==> config.mk <==
export PLATFORM = sky130hd
export DESIGN_NAME = fpu_to_int
export DESIGN_NICKNAME = d
export VERILOG_FILES = /design/src/rtl/fpu_to_int.sv
export SDC_FILE = /design/constraint.sdc
export NUM_CORES = 1
export LEC_CHECK = 0
export CORE_ASPECT_RATIO = 0.7
export CORE_MARGIN = 2
export CORE_UTILIZATION = 64
export CTS_BUF_LIST = sky130_fd_sc_hd__clkbuf_4 sky130_fd_sc_hd__clkbuf_8
export DETAILED_ROUTE_END_ITERATION = 16
export PLACE_DENSITY = 0.89
export SYNTH_ARGS = -nofsm -noshare
export SYNTH_HDL_FRONTEND = slang
export SYNTH_SLANG_ARGS = --single-unit
==> constraint.sdc <==
create_clock -name clock100KHz -period 7.5 [get_ports clock100KHz]
set_clock_uncertainty 0.05 [all_clocks]
set_input_delay 1.5 -clock clock100KHz [delete_from_list [all_inputs] [get_ports clock100KHz]]
set_output_delay 1.5 -clock clock100KHz [all_outputs]
set_load 0.01 [all_outputs]
==> src/rtl/fpu_to_int.sv <==
// Iterative custom-float (s/6-bit exp/25-bit mant, hidden 1) to signed 32-bit integer.
// Shifts one bit per cycle, rounds to nearest with ties away from zero.
module fpu_to_int #(
  parameter int BIAS     = 31,
  parameter bit SATURATE = 1'b1
) (
  input  logic        clock100KHz,
  input  logic        reset,
  input  logic        start,
  input  logic [31:0] op_in,
  output logic        busy,
  output logic        done,
  output logic [31:0] data_out,
  output logic [3:0]  status_out
);

  localparam logic [3:0] ST_EXACT   = 4'b0001;
  localparam logic [3:0] ST_INEXACT = 4'b0010;
  localparam logic [3:0] ST_OVF     = 4'b0100;
  localparam logic [3:0] ST_UNF     = 4'b1000;

  typedef enum logic [1:0] {IDLE, CLASSIFY, SHIFT, ROUND} state_e;

  state_e      state_q, state_d;
  logic        sign_q, sign_d;
  logic [5:0]  exp_q, exp_d;
  logic [31:0] mag_q, mag_d;
  logic        guard_q, guard_d;
  logic        sticky_q, sticky_d;
  logic [4:0]  cnt_q, cnt_d;
  logic        left_q, left_d;
  logic        busy_q, busy_d;
  logic        done_q, done_d;
  logic [31:0] data_q, data_d;
  logic [3:0]  status_q, status_d;

  logic signed [7:0] e_s, diff_s;
  logic [4:0]  k;
  logic [31:0] ovf_val, rnd;
  logic        fin;
  logic [31:0] fin_data;
  logic [3:0]  fin_stat;

  always_comb begin
    e_s     = 8'({2'b00, exp_q}) - 8'(BIAS);
    diff_s  = e_s - 8'sd25;
    k       = diff_s[7] ? 5'(-diff_s) : 5'(diff_s);
    ovf_val = SATURATE ? (sign_q ? 32'h8000_0000 : 32'h7FFF_FFFF) : 32'h0;
    rnd     = mag_q + {31'b0, guard_q};
  end

  always_comb begin
    state_d  = state_q;
    sign_d   = sign_q;
    exp_d    = exp_q;
    mag_d    = mag_q;
    guard_d  = guard_q;
    sticky_d = sticky_q;
    cnt_d    = cnt_q;
    left_d   = left_q;
    busy_d   = busy_q;
    done_d   = 1'b0;
    data_d   = data_q;
    status_d = status_q;
    fin      = 1'b0;
    fin_data = 32'h0;
    fin_stat = ST_EXACT;

    case (state_q)
      IDLE: begin
        if (start) begin
          sign_d   = op_in[31];
          exp_d    = op_in[30:25];
          mag_d    = {6'b0, 1'b1, op_in[24:0]};
          guard_d  = 1'b0;
          sticky_d = 1'b0;
          busy_d   = 1'b1;
          state_d  = CLASSIFY;
        end
      end
      CLASSIFY: begin
        if (exp_q == 6'd0) begin
          fin = 1'b1; fin_data = 32'h0; fin_stat = ST_EXACT;
        end else if (exp_q == 6'd63) begin
          fin = 1'b1; fin_data = ovf_val; fin_stat = ST_OVF;
        end else if (e_s == 8'sd31) begin
          // -2^31 is the one E=31 value that still fits.
          fin = 1'b1;
          if (sign_q && mag_q[24:0] == 25'd0) begin
            fin_data = 32'h8000_0000; fin_stat = ST_EXACT;
          end else begin
            fin_data = ovf_val; fin_stat = ST_OVF;
          end
        end else if (e_s <= -8'sd2) begin
          fin = 1'b1; fin_data = 32'h0; fin_stat = ST_UNF;
        end else begin
          cnt_d   = k;
          left_d  = (diff_s > 0);
          state_d = (k != 5'd0) ? SHIFT : ROUND;
        end
        if (fin) begin
          data_d   = fin_data;
          status_d = fin_stat;
          done_d   = 1'b1;
          busy_d   = 1'b0;
          state_d  = IDLE;
        end
      end
      SHIFT: begin
        if (left_q) begin
          mag_d = mag_q << 1;
        end else begin
          mag_d    = mag_q >> 1;
          guard_d  = mag_q[0];
          sticky_d = sticky_q | guard_q;
        end
        cnt_d = cnt_q - 5'd1;
        if (cnt_q == 5'd1) state_d = ROUND;
      end
      ROUND: begin
        data_d   = sign_q ? -rnd : rnd;
        status_d = (guard_q | sticky_q) ? ST_INEXACT : ST_EXACT;
        done_d   = 1'b1;
        busy_d   = 1'b0;
        state_d  = IDLE;
      end
      default: state_d = IDLE;
    endcase
  end

  always_ff @(posedge clock100KHz) begin
    if (!reset) begin
      state_q  <= IDLE;
      sign_q   <= 1'b0;
      exp_q    <= 6'd0;
      mag_q    <= 32'h0;
      guard_q  <= 1'b0;
      sticky_q <= 1'b0;
      cnt_q    <= 5'd0;
      left_q   <= 1'b0;
      busy_q   <= 1'b0;
      done_q   <= 1'b0;
      data_q   <= 32'h0;
      status_q <= 4'b0000;
    end else begin
      state_q  <= state_d;
      sign_q   <= sign_d;
      exp_q    <= exp_d;
      mag_q    <= mag_d;
      guard_q  <= guard_d;
      sticky_q <= sticky_d;
      cnt_q    <= cnt_d;
      left_q   <= left_d;
      busy_q   <= busy_d;
      done_q   <= done_d;
      data_q   <= data_d;
      status_q <= status_d;
    end
  end

  assign busy       = busy_q;
  assign done       = done_q;
  assign data_out   = data_q;
  assign status_out = status_q;

endmodule

==> Word-level counts from Yosys, hierarchy flattened <==
Index checks and enable logic that the tools add are counted.
{ "word_totals": {"regBits": 87, "elab_cells": 109, "out_inout_bits": 38, "inputBits": 35} }
{ "classes": {"reduce_logical": 17, "muxes": 49, "add_sub_neg": 6, "eq_ne": 18, "bitwise_logic": 5, "magnitude_cmp": 2} }
{ "op_table": {"columns": ["cell", "count"], "rows": [
  ["$mux W32", 9],
  ["$pmux W32 S2", 2],
  ["$add A32 B1 Y32", 1],
  ["$neg A32 Y32", 1],
  ["$logic_not A25 Y1", 1],
  ["$mux W5", 5],
  ["$mux W4", 5],
  ["$mux W2", 8],
  ["$ne A2 B2 Y1 const B", 8],
  ["$mux W1", 12],
  ["$ne A3 B3 Y1 const B", 4],
  ["$pmux W5 S2", 1],
  ["$reduce_and A5 Y1", 2],
  ["$gt A8 B1 Y1 const B", 1],
  ["$pmux W2 S4", 1],
  ["$pmux W4 S2", 1],
  ["$sub A7 B6 Y8 const B", 1],
  ["$eq A7 B6 Y1 const B", 1],
  ["$le A7 B2 Y1 const B", 1],
  ["$sub A6 B5 Y7 const B", 1],
  ["$eq A6 B6 Y1 const B", 1],
  ["$logic_not A6 Y1", 1],
  ["$pmux W1 S2", 3],
  ["$reduce_and A2 Y1", 3],
  ["16 further kinds", 23]
]} }

==> Depth between registers and ports, before layout <==
{ "logic_depth": {"ltp_word": 12, "mapped_depth": 12, "depth_no_buf": 10} }

==> Worst setup path after synthesis <==
Ideal clock, no wire load.
{ "synth_path": {"kind": "register to register", "startpoint": "register mag_q[0]", "endpoint": "register data_q[29] (netlist: data_out[29])", "slack_ps": 4181, "path_buffers": 2, "period_less_slack_ps": 3319, "arrival_time_ps": 3195, "path_stages_with_launch": 13, "setup_time_ps": 74, "path_cell_list": "dfxtp_1 ha_1 ha_1 buf_2 nand4_2 nor3_1 xnor2_1 nand3_2 or4_4 buf_6 o41ai_2 or4b_1 o211ai_2"} }
{ "synth_between": {"elab_chain_cells": 8, "elab_cells_between_ends": 11, "classes_between": "2 x add/sub; 7 x mux; 2 x reduce/logical"} }
{ "synth_rtl": {"columns": ["element", "line", "text"], "rows": [
  ["start, declared", "27", "logic [31:0] mag_q, mag_d;"],
  ["start signal, assigned", "149", "mag_q <= mag_d;"],
  ["branches (longest 7 deep; another with $add A32 B1 Y32)", null, null],
  ["$pmux W32 S2 *", "69", "case (state_q)"],
  ["end signal, assigned", "156", "data_q <= data_d;"],
  ["end, declared", "34", "logic [31:0] data_q, data_d;"]
]} }
Mark *: on every way between the ends. The select of a mux whose other input is x is not followed.
A chain may end at the register's enable or synchronous reset.

==> Final worst setup path <==
Ends and elaborated chain as after synthesis.

==> run metrics <==
crit path kind flop to flop; mux share of post-synthesis cell area 5.14%; Chip Height 89.7 um; RR Startpoint mag_q[0]; die area 0.0113 mm^2; GP Congestion 0.941; max-cap check violation count 0; uppermost routed layer met4; global route total overflow 0; HPWL after DPL 14,400 um; IO Port Bufs 72; Post-Syn Area 0.00672 mm^2; final core utilization 72.7%; # H-tree levels 3; setup violators final 0; io pins 73; post-synthesis adder-cell area fraction 2.05%; Clock Tree Root clkbuf_8; largest net degree at the start of global routing 89; Post-synth EDFFs 0; Detail Route met2 WL 8920 um; post-route setup slack 3.27 ns; Power, Total 1200 uW; P per Cell Area 160 mW/mm^2; TritonCTS clock tree yes; Syn. warnings 0; pre-CTS WS 3.40 ns; count of unique library cells instantiated by Yosys 75; status finished, final reports clean; TritonRoute pass-1 iters 6; Max Fclk 236 MHz; mean post-synth cell area 7.37 um^2; Remaining DRCs 0; post-CTS repair timing setup buffer count 0; Initial Utilization 65.4%; Cell Rows 31; peak fanout along the critical path 10; most frequent cells in the layout nand2_1, dfxtp_1, clkdlybuf4s50_1; Critical Path Start mag_q[0]; Die X 126 um; #FFs+latches synth 87; Layout area overhead 11.2%; critical path capture point type flop; Synth Flop Type dfxtp_1; ANT nets after route 0; HP Start status_out[0]; Critical Path Start Type flop; top post-synthesis cells by area dfxtp_1, nand2_1, xnor2_1, mux2i_1, o21ai_0; Total Routing Usage GR 36.1%; finished layout cell area 0.00747 mm^2; layout cell share with drive strength beyond 1 6.87%; largest family of logic cells by synthesized area simple AND/OR/NAND/NOR gates; cell taking the most area after synthesis dfxtp_1; Post-Syn Nets 958; routed len/inst 19.5 um; met1 WL 9100 um; Slew @ Worst Pin 1.09 ns; CP Data Arrival Time 4.49 ns; CP required 7.76 ns; worst-case clock buffer depth 2; CTS sink cnt 87; HP Class flop to flop; vias in the first global route 6,431; Synth Area in Compound Gates 21.5%; Worst-Skew Late Latency 0.38 ns; Simple-Gate Fraction of Synth Area 30.1%; setup TNS 0 ns; Yosys top cell area share 25.9%; clock-pin slew on the worst setup and hold paths 0.09 ns; Vias 6,995; fin. max-slew vios 0; CTS Buf Count 9; Mapped Cells 912; commonest non-fill, non-tap cell in the layout nand2_1; maximum vdd drop 0.128 mV; core area 0.0103 mm^2; initial antenna violation count 0; Synth Area in XOR/XNOR 8.60%; Final nets 958; Max-slew headroom 27.0%; Vias/cell 6.67; Post-CTS Resized 0; Hold Buf Count CTS 0; min Tclk post-route 4.23 ns; diode count 0; ys async rst share 0%; Placed Area 0.00728 mm^2; global-route wire length before repair 33,400 um; metal3 WL 2070 um; sequential fraction of the synthesis area 25.9%; Final Cycle Share 56.4%; Post-Route WL 20,500 um; Hold Violations, Final 0; DR iter-0 viols 934; P_leak 0.00266 uW; RSZ-0062 raised after global routing false
[synth_stat cells, types with 5 or more instances]
cell,instances
nor4_1,12
nor2_1,47
and2_1,10
clkbuf_1,72
xnor2_1,46
nor3b_1,5
nand3_1,53
a31o_2,5
or4_1,6
a31oi_1,8
o21ai_0,55
o2111ai_1,5
nor3_1,29
inv_1,15
xor2_1,20
or2_2,8
buf_1,5
ha_1,11
nand2b_1,5
o31ai_1,7
dfxtp_1,87
nand4_1,14
a21boi_0,13
and3_1,33
a211oi_1,9
o211ai_1,14
nor2b_1,10
a21oi_1,39
o21a_1,6
buf_6,5
buf_2,9
nand2_1,137
mux2i_1,30
[per-layer routing]
metal,vias to the layer above,track usage [%]
met2,369,53.7
met4,0,9.89
met1,3322,52.4
met3,37,8.39
met5,-,0
li1,3267,-
[registers in the layout (all words and copies together) (netlist names), 4 cells and up, named ones only]
register	cells
data_out	32
mag_q	32
exp_q	6
cnt_q	5
status_out	4
[logic make-up after synthesis]
family                     after synthesis
and+or+nand+nor                        396
xor gates and xnor gates                66
AOI/OAI and AO/OA                      211
adders and majority gates               11
DFF                                     87
muxes                                   34
buffers and inverters                  107
[per-stage QoR]
step                      std cells  hold WS, ns
final                          1049        0.428
after global routing           1049        0.460
after CTS                      1049        0.426
after detailed placement       1033        0.410
after global placement         1033        0.412
after floorplan                 912        0.429
[path summary, 6_finish.rpt]
path / to / slack, ns / depth (start not counted)
hold reg to reg: status_out[0] / 0.43 / 2
setup / recovery: data_out[29] / 3.27 / 10
setup reg to reg: data_out[29] / 3.27 / 10
hold / removal: status_out[0] / 0.43 / 2
[where the power goes]
part	switching (uW)	leakage, uW	internal (uW)
clock	189	0.0000963	141
sequential	58.6	0.000712	492
combinational	174	0.00185	143
[worst max-delay path, stage by stage, from the launching register on]
cell	delay (ns)
dfxtp_1	0.40
ha_1	0.36
ha_1	0.42
nand4_2	0.34
nor4_2	0.73
mux2_2	0.41
o32ai_1	0.26
o21ai_0	0.28
o41ai_2	0.33
or4b_1	0.48
o211ai_2	0.09
[area by class of cell]
cell class                      count  area [um^2]
Tap cell                          132          165
Timing Repair Buffer               80          776
Sequential cell                    87         1740
Multi-Input combinational cell    718         4540
Clock inverter                      5         38.8
Inverter                           16         60.1
Clock buffer                       11          151
Fill cell                         847         2810
(Power assumes the default switching activity.)
